$ cat src/rtl/rf_wb_pkg.sv
`default_nettype none
// ============================================================================
//  Module   : rf_wb_pkg
//  Purpose  : Shared types and default sizes for the register-file write-back
//             arbiter and its LSU result FIFO.
//  Revision : 1.0  initial release
// ============================================================================
package rf_wb_pkg;

  localparam int XLEN  = 32;  // RF write data width
  localparam int AW    = 5;   // register address width
  localparam int DEPTH = 4;   // LSU result FIFO entries (power of 2, >= 2)

  // Which source owns the RF write port in a given cycle
  typedef enum logic [1:0] {
    SRC_NONE = 2'd0,
    SRC_ALU  = 2'd1,
    SRC_FIFO = 2'd2,
    SRC_BYP  = 2'd3
  } wb_src_e;

  // One buffered LSU result
  typedef struct packed {
    logic [AW-1:0]   rd;
    logic [XLEN-1:0] data;
  } wb_entry_t;

endpackage
`default_nettype wire

$ cat src/rtl/rf_wb_fifo.sv
`default_nettype none
// ============================================================================
//  Module   : rf_wb_fifo
//  Purpose  : Synchronous FIFO of wb_entry_t holding LSU results while the
//             ALU owns the RF write port. Head is visible combinationally.
//  Revision : 1.0  initial release
// ============================================================================
module rf_wb_fifo
  import rf_wb_pkg::*;
#(
  parameter int DEPTH = rf_wb_pkg::DEPTH
) (
  input  logic                     clk,
  input  logic                     rst,
  input  logic                     push,
  input  wb_entry_t                din,
  input  logic                     pop,
  output logic                     full,
  output logic                     empty,
  output logic [$clog2(DEPTH):0]   level,
  output wb_entry_t                head
);

  localparam int IW = $clog2(DEPTH);

  // Pointers carry one extra wrap bit so full and empty are distinguishable
  logic [IW:0] wr_ptr_q, wr_ptr_d;
  logic [IW:0] rd_ptr_q, rd_ptr_d;
  wb_entry_t   mem_q [DEPTH];

  // Pointer advance on push/pop
  always_comb begin
    wr_ptr_d = wr_ptr_q;
    rd_ptr_d = rd_ptr_q;
    if (push) wr_ptr_d = wr_ptr_q + 1'b1;
    if (pop)  rd_ptr_d = rd_ptr_q + 1'b1;
  end

  // Pointer registers, cleared on reset (drops all buffered entries)
  always_ff @(posedge clk) begin
    if (rst) begin
      wr_ptr_q <= '0;
      rd_ptr_q <= '0;
    end else begin
      wr_ptr_q <= wr_ptr_d;
      rd_ptr_q <= rd_ptr_d;
    end
  end

  // Storage write at the tail; contents need no reset
  always_ff @(posedge clk) begin
    if (push) mem_q[wr_ptr_q[IW-1:0]] <= din;
  end

  assign level = wr_ptr_q - rd_ptr_q;
  assign empty = (wr_ptr_q == rd_ptr_q);
  assign full  = (level == (IW+1)'(DEPTH));
  assign head  = mem_q[rd_ptr_q[IW-1:0]];

endmodule
`default_nettype wire

$ cat src/rtl/rf_wb_arbiter.sv
`default_nettype none
// ============================================================================
//  Module   : rf_wb_arbiter
//  Purpose  : Write-back stage in front of the register file. Merges ALU and
//             LSU results onto one registered write port, buffers LSU results
//             that lose arbitration, and tracks registers with outstanding LSU
//             writes so decode can stall.
//  Revision : 1.0  initial release
// ============================================================================
module rf_wb_arbiter
  import rf_wb_pkg::*;
#(
  // Must match the package defaults, which size wb_entry_t
  parameter int XLEN  = rf_wb_pkg::XLEN,
  parameter int AW    = rf_wb_pkg::AW,
  parameter int DEPTH = rf_wb_pkg::DEPTH
) (
  input  logic                    clk,
  input  logic                    rst,
  input  logic                    alu_we,
  input  logic [AW-1:0]           alu_rd,
  input  logic [XLEN-1:0]         alu_data,
  input  logic                    lsu_valid,
  output logic                    lsu_ready,
  input  logic [AW-1:0]           lsu_rd,
  input  logic [XLEN-1:0]         lsu_data,
  input  logic                    sb_set,
  input  logic [AW-1:0]           sb_rd,
  input  logic [AW-1:0]           q_add1,
  input  logic [AW-1:0]           q_add2,
  output logic                    busy1,
  output logic                    busy2,
  output logic                    wb_we,
  output logic [AW-1:0]           wb_add,
  output logic [XLEN-1:0]         wb_data,
  output logic [$clog2(DEPTH):0]  fifo_level
);

  localparam int NREG = 1 << AW;

  logic        fifo_full, fifo_empty, fifo_push, fifo_pop;
  wb_entry_t   fifo_head, lsu_entry;
  wb_src_e     src;
  logic        alu_live, lsu_live;

  logic            wb_we_q,   wb_we_d;
  logic [AW-1:0]   wb_add_q,  wb_add_d;
  logic [XLEN-1:0] wb_data_q, wb_data_d;
  logic            lsu_wb_q,  lsu_wb_d;   // last registered write came from LSU
  logic [NREG-1:0] pending_q, pending_d;

  // Ready depends only on registered occupancy, never on lsu_valid
  assign lsu_ready = !fifo_full;
  assign alu_live  = alu_we && (alu_rd != '0);
  // A transfer to x0 is consumed but never written or buffered
  assign lsu_live  = lsu_valid && lsu_ready && (lsu_rd != '0);
  assign lsu_entry = '{rd: lsu_rd, data: lsu_data};

  // Port arbitration: ALU, then FIFO head, then direct LSU bypass
  always_comb begin
    src = SRC_NONE;
    if (alu_live)         src = SRC_ALU;
    else if (!fifo_empty) src = SRC_FIFO;
    else if (lsu_live)    src = SRC_BYP;
  end

  assign fifo_pop  = (src == SRC_FIFO);
  assign fifo_push = lsu_live && (src != SRC_BYP);

  rf_wb_fifo #(.DEPTH(DEPTH)) u_fifo (
    .clk   (clk),
    .rst   (rst),
    .push  (fifo_push),
    .din   (lsu_entry),
    .pop   (fifo_pop),
    .full  (fifo_full),
    .empty (fifo_empty),
    .level (fifo_level),
    .head  (fifo_head)
  );

  // Write-port next state; address and data hold when nothing is selected
  always_comb begin
    wb_we_d   = 1'b0;
    wb_add_d  = wb_add_q;
    wb_data_d = wb_data_q;
    lsu_wb_d  = 1'b0;
    case (src)
      SRC_ALU: begin
        wb_we_d = 1'b1; wb_add_d = alu_rd; wb_data_d = alu_data;
      end
      SRC_FIFO: begin
        wb_we_d = 1'b1; wb_add_d = fifo_head.rd; wb_data_d = fifo_head.data;
        lsu_wb_d = 1'b1;
      end
      SRC_BYP: begin
        wb_we_d = 1'b1; wb_add_d = lsu_rd; wb_data_d = lsu_data;
        lsu_wb_d = 1'b1;
      end
      default: ;
    endcase
  end

  // Pending vector: an LSU write clears its bit one edge after it appears on
  // the port; a same-cycle set on that register wins; x0 is never pending
  always_comb begin
    pending_d = pending_q;
    if (lsu_wb_q) pending_d[wb_add_q] = 1'b0;
    if (sb_set)   pending_d[sb_rd]    = 1'b1;
    pending_d[0] = 1'b0;
  end

  // State registers
  always_ff @(posedge clk) begin
    if (rst) begin
      wb_we_q   <= 1'b0;
      wb_add_q  <= '0;
      wb_data_q <= '0;
      lsu_wb_q  <= 1'b0;
      pending_q <= '0;
    end else begin
      wb_we_q   <= wb_we_d;
      wb_add_q  <= wb_add_d;
      wb_data_q <= wb_data_d;
      lsu_wb_q  <= lsu_wb_d;
      pending_q <= pending_d;
    end
  end

  assign wb_we   = wb_we_q;
  assign wb_add  = wb_add_q;
  assign wb_data = wb_data_q;
  assign busy1   = pending_q[q_add1];
  assign busy2   = pending_q[q_add2];

endmodule
`default_nettype wire

$ cat config.mk
export PLATFORM = sky130hd
export DESIGN_NAME = rf_wb_arbiter
export DESIGN_NICKNAME = d
export VERILOG_FILES = /design/src/rtl/rf_wb_pkg.sv /design/src/rtl/rf_wb_fifo.sv /design/src/rtl/rf_wb_arbiter.sv
export SDC_FILE = /design/constraint.sdc
export NUM_CORES = 1
export LEC_CHECK = 0
export BUFFER_PORTS_ARGS = -buffer_cell sky130_fd_sc_hd__buf_4
export CAP_MARGIN = 20
export CELL_PAD_IN_SITES_DETAIL_PLACEMENT = 0
export CELL_PAD_IN_SITES_GLOBAL_PLACEMENT = 2
export CORE_UTILIZATION = 45
export CTS_BUF_LIST = sky130_fd_sc_hd__clkbuf_2 sky130_fd_sc_hd__clkbuf_4 sky130_fd_sc_hd__clkbuf_8
export CTS_CLUSTER_DIAMETER = 80
export DETAILED_ROUTE_END_ITERATION = 12
export PLACE_DENSITY = 0.87
export SLEW_MARGIN = 25
export SYNTH_ARGS = -nofsm -noshare
export SYNTH_HDL_FRONTEND = slang
export SYNTH_SLANG_ARGS = --single-unit
$ cat constraint.sdc
create_clock -name clk -period 8.9 [get_ports clk]
set_clock_uncertainty 0.15 [all_clocks]
set_input_delay 1.78 -clock clk [delete_from_list [all_inputs] [get_ports clk]]
set_output_delay 1.78 -clock clk [all_outputs]
set_load 0.005 [all_outputs]
### Word-level counts from Yosys, hierarchy flattened

Memories as Yosys holds them, arrays and structs flattened. A register that Yosys moved wholly into a read port is not among the register bits.
Index checks and enable logic that the tools add are counted.

| word-level totals | value |
|---|---|
| logic and storage cells | 60 |
| output and inout bits | 44 |
| bits in writable memories | 148 |
| memories kept | 1 |
| flip-flop bits (word level) | 77 |

Memory list:

| name | depth | bits a word | read ports | clocked after memory_dff | write ports | RTL line | text |
|---|---|---|---|---|---|---|---|
| u_fifo.mem_q | 4 | 37 | 1 | 1 | 1 | rf_wb_fifo.sv:29 | `wb_entry_t mem_q [DEPTH];` |

| cells by class | value |
|---|---|
| equal/unequal tests | 6 |
| order comparisons | 6 |
| bitwise operators | 3 |
| add/subtract/negate cells | 3 |
| mux-type cells | 21 |
| reductions and logical operators | 12 |

Operators by type and width:

| operator | count |
|---|---|
| $pmux W32 S3 | 1 |
| $mux W32 | 2 |
| $and A32 B32 Y32 | 1 |
| $not A32 Y32 | 1 |
| $or A32 B32 Y32 | 1 |
| $lt A5 B6 Y1 const B | 4 |
| $pmux W5 S3 | 1 |
| $bmux W1 S5 | 2 |
| $demux W1 S5 | 2 |
| $ge A5 B1 Y1 const B | 2 |
| $mux W2 | 5 |
| $reduce_bool A5 Y1 | 2 |
| $mux W1 | 8 |
| $add A3 B1 Y3 const B | 2 |
| $logic_and A1 B1 Y1 | 6 |
| $eq A2 B2 Y1 const B | 2 |
| $eq A3 B3 Y1 | 1 |
| $eq A3 B3 Y1 const B | 1 |
| $reduce_bool A3 Y1 | 1 |
| $reduce_or A3 Y1 | 1 |
| $sub A3 B3 Y3 | 1 |
| $eq A2 B1 Y1 const B | 1 |
| $ne A2 B2 Y1 const B | 1 |
| $reduce_or A2 Y1 | 1 |
| $logic_not A1 Y1 | 1 |

### Depth between registers and ports, before layout

Gate-level depths: netlist (run 1).

| logic depth | value |
|---|---|
| depth in word-level cells | 12 |
| mapped depth | 9 |
| mapped depth without buffers | 8 |

### By module

A second synthesis (run 1) with hierarchy kept.

| unflattened totals | value |
|---|---|
| cell total of the unflattened synthesis | 719 |
| area total of the unflattened synthesis | 9920.8 µm² |

Modules (own cells, without submodules):

| module | cells each | times used | area an instance (µm²) | sequential area each (µm²) |
|---|---|---|---|---|
| rf_wb_fifo | 240 | 1 | 5861.9 | 4604.4 |
| rf_wb_arbiter | 479 | 1 | 4058.9 | 1401.3 |

### Least setup slack after synthesis (run 1)

Ideal clock, no wire load.

| timing | value |
|---|---|
| path kind | input to output |
| start | input q_add1[0] |
| end | output busy1 |
| slack | 3.722 ns |
| stages on the path | 5 |
| required time | 6.970 ns |
| arrival time | 3.248 ns |
| path buffers | 1 |
| cell sequence | clkbuf_1 -> mux4_2 -> mux4_2 -> nand2_1 -> nand2_1 |

| between the ends | value |
|---|---|
| word-level cells in the longest chain between the ends | 2 |

Ends and longest elaborated chain:

| item | RTL line | text |
|---|---|---|
| from (decl) | rf_wb_arbiter.sv:29 | `input logic [AW-1:0] q_add1,` |
| $bmux W1 S5 | rf_wb_arbiter.sv:133 | `assign busy1 = pending_q[q_add1];` |
| $mux W1 (implied by the code) | rf_wb_arbiter.sv:133 |  |
| to (decl) | rf_wb_arbiter.sv:31 | `output logic busy1,` |

Every way passes these cells. The select of a mux whose other input is x is not followed.

### Final worst setup path (run 1)

| timing | value |
|---|---|
| start | input q_add2[0] |
| end | output busy2 |

| between the ends | value |
|---|---|
| word-level cells in the longest chain between the ends | 2 |

Ends and longest elaborated chain:

| item | RTL line | text |
|---|---|---|
| from (decl) | rf_wb_arbiter.sv:30 | `input logic [AW-1:0] q_add2,` |
| $bmux W1 S5 | rf_wb_arbiter.sv:134 | `assign busy2 = pending_q[q_add2];` |
| $mux W1 (implied by the code) | rf_wb_arbiter.sv:134 |  |
| to (decl) | rf_wb_arbiter.sv:32 | `output logic busy2,` |

Every way passes these cells. The select of a mux whose other input is x is not followed.

==> impl_metrics.csv, run 1 <==
group,metric,value,unit
clock_network,cts-root-buf,"clkbuf_8",
power,combinationalPowerShare,0.252,
worst_setup_path,endpoint_kind,"primary output",
die,die_x,149.5,µm
cells_and_area,fin_area,11800,µm²
cells_and_area,fin_util,0.5579,
cells_and_area,layout.nets,906,
synth,syn_nets,770,
synth,synth_area,9786,µm²
die,num_io_pins,138,
timing,fmax,0.1951,GHz
global_routing,grt_usage,0.2152,
clock_network,cts-resized-gates,0,
die,die_h,149.5,µm
power,switching_share,0.2961,
placed_design,dp_hpwl,14430,µm
timing,fin_crit,5125,ps
power,internal_power,2235,µW
die,fp.dieArea,22340,µm²
synth,synth_common_cells,"edfxtp_1, dfxtp_1, mux4_2",
worst_setup_path,path_max_fanout,7,
detailed_routing,met2WireLength,11410,µm
placed_design,dpl.cell_count,1038,
power,seqPwrFrac,0.442,
detailed_routing,drt_first_pass_iters,4,
global_routing,grt_max_degree,80,
worst_setup_path,cp_num_buf_inv,2,
global_routing,grt.overflow.total,0,
worst_setup_path,crit_slowest_cell,"mux4_2",
synth,synth_area_leaders,"edfxtp_1, dfxtp_1, mux4_2, a2111oi_2, mux2i_1",
timing,period_share,0.5758,
clock_network,numCtsBuffers,39,
synth,synth-edff-count,148,
cells_and_area,syn_to_final_growth,20.60,%
synth,yosys_register_bits,226,
run_status,outcome,"completed",
worst_setup_path,cpPeakStageDelay,530,ps
synth,synth-seq-area-share,0.6137,
cells_and_area,regArea,6011,µm²
placed_design,io_buffers,137,
timing,slew_headroom,0.3449,
detailed_routing,ant_nets,0,
placed_design,gp_congestion,0.9031,
cells_and_area,final_cells,1109,
synth,synthArstFlopShare,0,
power,power.total,3175,µW
global_routing,grt_pass1_vias,6603,
synth,yosysMostFrequentCell,"edfxtp_1",
worst_setup_path,crit_arrival,3190,ps
placed_design,placed_area,10980,µm²
synth,synth_cell_types,42,
hold_path,hold_class,"reg2reg",
clock_network,cts_tree,"done",
cells_and_area,fillers,1733,
flow_run,cap_violations,0,
detailed_routing,route.met3.wl,1296,µm
global_routing,antenna_found_initial,0,
cells_and_area,antenna_cells,0,
die,num_rows,53,
worst_setup_path,cp_top_family,"multiplexers",
timing,setup_tns,0,ps
clock_network,clk_pin_slew,50,ps
cells_and_area,multi_input_area,3555,µm²
clock_network,holdBufCountCts,0,
synth,synth-warning-count,0,
die,start_util,0.4626,
detailed_routing,drc,0,
clock_network,clkLatencyLatePin,520,ps
synth,yosys.area.top_type_share,0.4542,
timing,worstMarginPinSlew,982.6,ps
worst_setup_path,crit_path_start_kind,"input port",
detailed_routing,vias,6261,
detailed_routing,wl_met1,9968,µm
power,p_leak,0.004175,µW
worst_setup_path,cp.required,6970,ps
timing,slew_violations,0,
cells_and_area,drive_above_1_share,0.3681,
synth,synthCells,668,
detailed_routing,postRouteWirelength,23070,µm
clock_network,post-cts-setup-buffers,0,
detailed_routing,routed_via_density,5.646,
timing,hold_violations,0,
synth,postSynthAreaPerCell,14.65,µm²
detailed_routing,routedWlPerCell,20.80,µm
power,p_sw,940.1,µW
detailed_routing,highest_layer,"met4",
die,core,21150,µm²
synth,synth-main-ff-cell,"edfxtp_1",
global_routing,grt_pass1_wl,36430,µm
clock_network,htree_levels,2,
power,power_density,269.0,nW/µm²
clock_network,cts_sinks,226,
synth,synth_top_cell_by_area,"edfxtp_1",
clock_network,cts_buffer_depth,3,
power,ir_drop,0.1122,mV
timing,rsz0062_at_grt,"no",
detailed_routing,drt_iter0_markers,348,
timing,finalSetupViolCount,0,
worst_setup_path,critPathKind,"in2out",
power,clkPwrFrac,0.306,
worst_setup_path,worstPathCellList,"buf_4 > mux4_2 > mux4_2 > nand2_1 > nand2_1 > buf_4",
through the flow:
step / setup slack, ps / hold slack, ps
after floorplan: 3722 / 310.3
after global placement: 3798 / 335.0
after detailed placement: 3762 / 343.0
after CTS: 3761 / 351.3
after global routing: 3673 / 366.7
final: 3775 / 352.1
kinds of logic (layout without fill, tap and decap cells):
group	count (synthesis)	after routing	synth area share
AOI/OAI and AO/OA	118	118	0.09858
xor gates and xnor gates	5	5	0.005882
adders and majority gates	8	8	0.01100
buffers and inverters	51	217	0.02596
DFF	226	226	0.6137
muxes	94	94	0.1642
and+or+nand+nor	166	166	0.08068
worst paths after layout:
kind / start / to / slack [ps] / depth (start not counted)
hold reg to reg: pending_q[15]$_SDFF_PP0_ / pending_q[15]$_SDFF_PP0_ / 350 / 2
setup / recovery: q_add2[0] / busy2 / 3780 / 6
hold / removal: pending_q[15]$_SDFF_PP0_ / pending_q[15]$_SDFF_PP0_ / 350 / 2
setup reg to reg: u_fifo.wr_ptr_q[0]$_SDFFE_PP0P_ / u_fifo.mem_q[1][19]$_DFFE_PP_ / 5680 / 7
tightest hold or removal path, cell delays in order (launching register included):
cell     delay, ps
dfxtp_1        320
o21ai_0         70
a21oi_1         60
area by class of cell:
cell class                      count  area share
Timing Repair Buffer              140     0.08938
Clock buffer                       57     0.05905
Multi-Input combinational cell    391      0.3012
Inverter                            6    0.001908
Clock inverter                     14    0.009966
Sequential cell                   226      0.5093
Tap cell                          275     0.02916
sequential cells by signal (all words and copies together), names as in the netlist, named ones only:
signal	flops
pending_q	31
lsu_wb_q	1
u_fifo.rd_ptr_q	3
wb_data	32
wb_add	5
u_fifo.wr_ptr_q	3
wb_we	1
u_fifo.mem_q	148
power groups by stage:
stage | Sequential, µW | Clock (µW) | Combinational [µW]
6_report | 1400 | 973 | 799
5_1_grt | 1420 | 1040 | 870
4_1_cts | 1410 | 993 | 809
3_5_place_dp | 1430 | 0 | 807
3_3_place_gp | 1410 | 0 | 797
2_1_floorplan | 1380 | 0 | 540
placed cells by master, fill, tap and decap left out, types with 7 or more instances in the layout:
cell	netlist	routed
edfxtp_1	148	148
buf_4	1	139
dfxtp_1	78	76
mux4_2	53	53
nor2_1	48	48
nand2_1	46	46
clkbuf_8	0	43
o21ai_0	40	40
mux2i_1	39	39
nor3_1	39	39
a21oi_1	36	36
a2111oi_2	33	33
clkbuf_4	0	14
nand3_1	7	7
ha_1	7	7
clkinv_1	0	7
layer usage:
metal / GRT usage / vias to the layer above
met5: 0 / -
met4: 0.06684 / 0
met3: 0.04482 / 31
met2: 0.3569 / 196
met1: 0.2834 / 3134
li1: - / 2900
No activity file was read; power rests on OpenSTA's default activity.
==> run 2: changes to the inputs <==
--- a/config.mk
+++ b/config.mk
@@ -5,15 +5,16 @@
 export SDC_FILE = /design/constraint.sdc
 export NUM_CORES = 1
 export LEC_CHECK = 0
+export ABC_AREA = 1
 export BUFFER_PORTS_ARGS = -buffer_cell sky130_fd_sc_hd__buf_4
 export CAP_MARGIN = 20
 export CELL_PAD_IN_SITES_DETAIL_PLACEMENT = 0
 export CELL_PAD_IN_SITES_GLOBAL_PLACEMENT = 2
-export CORE_UTILIZATION = 45
+export CORE_UTILIZATION = 33
 export CTS_BUF_LIST = sky130_fd_sc_hd__clkbuf_2 sky130_fd_sc_hd__clkbuf_4 sky130_fd_sc_hd__clkbuf_8
 export CTS_CLUSTER_DIAMETER = 80
 export DETAILED_ROUTE_END_ITERATION = 12
-export PLACE_DENSITY = 0.87
+export PLACE_DENSITY = 0.78
 export SLEW_MARGIN = 25
 export SYNTH_ARGS = -nofsm -noshare
 export SYNTH_HDL_FRONTEND = slang
==> constraint.sdc (replaced) <==
create_clock -name clk -period 4.5 [get_ports clk]
set_clock_uncertainty 0.15 [all_clocks]
set_input_delay 0.9 -clock clk [delete_from_list [all_inputs] [get_ports clk]]
set_output_delay 0.9 -clock clk [all_outputs]
set_load 0.005 [all_outputs]
==> run 2 against run 1 <==
Net effect: non-clock buffer count rose by 6; global-route usage fell by 2.6 points; synthesized area rose by 2.4%; sequential cell count did not move; highest routed layer unchanged.
==> impl_metrics.csv, run 2 <==
group,metric,value,unit
clock_network,cts_buffer_depth,3,
die,die_x,176.3,µm
hold_path,hold_class,"reg2reg",
clock_network,clk_pin_slew,60,ps
synth,syn_nets,1205,
synth,synth_cell_types,31,
clock_network,clkLatencyLatePin,540,ps
cells_and_area,largest_reg_flops,148,
global_routing,grt_pass1_vias,7952,
worst_setup_path,path_max_fanout,17,
synth,synth_common_cells,"nand2_1, edfxtp_1, o21ai_0",
detailed_routing,routedWlPerCell,17.59,µm
clock_network,cts-root-buf,"clkbuf_8",
clock_network,post-cts-setup-buffers,0,
clock_network,cts_sinks,226,
detailed_routing,vias,8179,
placed_design,dp_hpwl,17880,µm
synth,synth-seq-area-share,0.5993,
timing,finalSetupViolCount,0,
cells_and_area,final_common_cell,"nand2_1",
synth,synth_area,10020,µm²
cells_and_area,fin_area,12240,µm²
die,fp.dieArea,31070,µm²
placed_design,io_buffers,137,
cells_and_area,final_cell_mix,"nand2_1, edfxtp_1, buf_4, o21ai_0, nor2_1",
power,p_leak,0.004845,µW
timing,hold_violations,0,
cells_and_area,regArea,6007,µm²
worst_setup_path,crit_path_start_kind,"input port",
cells_and_area,layout.nets,1339,
global_routing,antenna_found_initial,0,
worst_setup_path,cp_num_buf_inv,3,
cells_and_area,drive_above_1_share,0.1866,
timing,setup_tns,0,ps
synth,synth_top_cell_by_area,"edfxtp_1",
die,core,29800,µm²
timing,fin_crit,3324,ps
clock_network,cts_tree,"done",
clock_network,holdBufCountCts,0,
synth,postSynthAreaPerCell,9.085,µm²
timing,worstMarginPinSlew,1019,ps
placed_design,gp_congestion,0.8309,
synth,synth_area_leaders,"edfxtp_1, dfxtp_1, nand2_1, o21ai_0, nor2_1",
synth,synthCells,1103,
global_routing,grt_usage,0.1892,
worst_setup_path,critPathKind,"in2out",
timing,slew_headroom,0.3193,
synth,synth-main-ff-cell,"edfxtp_1",
clock_network,htree_levels,2,
synth,yosys_register_bits,226,
die,num_io_pins,138,
flow_run,cap_violations,0,
detailed_routing,drt_first_pass_iters,4,
timing,period_share,0.7387,
placed_design,placed_area,11360,µm²
die,start_util,0.3363,
synth,synth-warning-count,0,
timing,rsz0062_at_grt,"no",
run_status,outcome,"completed",
worst_setup_path,cp.required,3450,ps
global_routing,grt_max_degree,75,
global_routing,grt_pass1_wl,45190,µm
die,die_h,176.3,µm
timing,slew_violations,0,
cells_and_area,fillers,3062,
worst_setup_path,crit_arrival,2270,ps
clock_network,numCtsBuffers,42,
worst_setup_path,cp_top_family,"buffers and inverters",
synth,synth-edff-count,148,
power,power_density,607.3,nW/µm²
detailed_routing,routed_via_density,4.927,
detailed_routing,drc,0,
cells_and_area,antenna_cells,0,
detailed_routing,postRouteWirelength,29200,µm
synth,synthArstFlopShare,0,
die,num_rows,63,
worst_setup_path,endpoint_kind,"primary output",
global_routing,grt.overflow.total,0,
timing,fmax,0.3008,GHz
synth,yosysMostFrequentCell,"nand2_1",
worst_setup_path,critPathMostFrequentCell,"nand2_1",
worst_setup_path,worstPathCellList,"buf_4 > inv_1 > nor2_1 > o211ai_1 > nand2_1 > o21ai_0 > nand2_1 > nand2_1 > buf_4",
worst_setup_path,crit_slowest_cell,"inv_1",
clock_network,cts-resized-gates,0,
cells_and_area,syn_to_final_growth,22.19,%
cells_and_area,multi_input_area,3496,µm²
detailed_routing,drt_iter0_markers,517,
synth,yosys.area.top_type_share,0.4435,
worst_setup_path,cpPeakStageDelay,350,ps
detailed_routing,ant_nets,0,
power,ir_drop,0.3280,mV
## run 2: changes by cell type after synthesis, sizes merged, moves of 52 or more
cell   before  now
o21ai      41  147
nand2      46  270
inv         6   68
mux4       53    0
a21oi      36   88
nor2       49  121
## run 2: worst paths after layout
path                                                      start                       end  slack [ps]  cells past startpoint
worst max-delay path                                  q_add1[0]                     busy1        1180                      9
worst min-delay path                    pending_q[6]$_SDFF_PP0_   pending_q[6]$_SDFF_PP0_         340                      2
worst max register to register  u_fifo.wr_ptr_q[0]$_SDFFE_PP0P_  wb_data[16]$_SDFFE_PP0P_        1320                     13
worst min register to register          pending_q[6]$_SDFF_PP0_   pending_q[6]$_SDFF_PP0_         340                      2
## run 2: final cells by class
cell class	count	share of cell area
Timing Repair Buffer	146	0.08952
Clock inverter	11	0.006642
Sequential cell	226	0.4906
Multi-Input combinational cell	750	0.2855
Clock buffer	66	0.06550
Inverter	71	0.02238
Tap cell	390	0.03985
## run 2: power by group
group          switching, µW  total (µW)  internal (µW)
Combinational           1670        2510            841
Clock                    863        2050           1190
Sequential               181        2870           2690
## run 2: stage by stage
step | std cells | total power, µW | setup WS [ps] | hold slack [ps] | utilization
after floorplan | 1103 | 4505 | 790.2 | 299.6 | -
after global placement | 1583 | 5467 | 1208 | 328.5 | 0.3810
after detailed placement | 1583 | 5478 | 1195 | 334.8 | 0.3811
after CTS | 1660 | 7545 | 1186 | 342.6 | 0.4108
after global routing | 1660 | 7944 | 1009 | 370.5 | 0.4109
final | 1660 | 7436 | 1176 | 335.8 | 0.4109
## run 2: worst register-to-register path, stage by stage (launching register included)
cell	delay (ps)
dfxtp_1	350
inv_1	110
ha_1	210
fa_1	520
nand2_1	60
inv_1	60
nand3_2	120
nand2_4	280
nand2_1	90
nand2_1	760
nand2_1	210
nand3_1	140
nand2_1	50
inv_1	40
## run 2: kinds of logic after synthesis
| logic type | count (synthesis) | share of synthesized area |
|---|---|---|
| and+or+nand+nor | 465 | 0.1889 |
| AOI/OAI and AO/OA | 277 | 0.1455 |
| DFF | 226 | 0.5993 |
| buffers and inverters | 127 | 0.05556 |
| adders and majority gates | 8 | 0.01074 |
## run 2: per-layer routing
metal	vias up	part of all wire	track usage
li1	4049	-	-
met1	3889	0.44	0.2458
met2	197	0.48	0.3184
met3	44	0.055	0.03725
met4	0	0.020	0.05435
met5	-	0	0
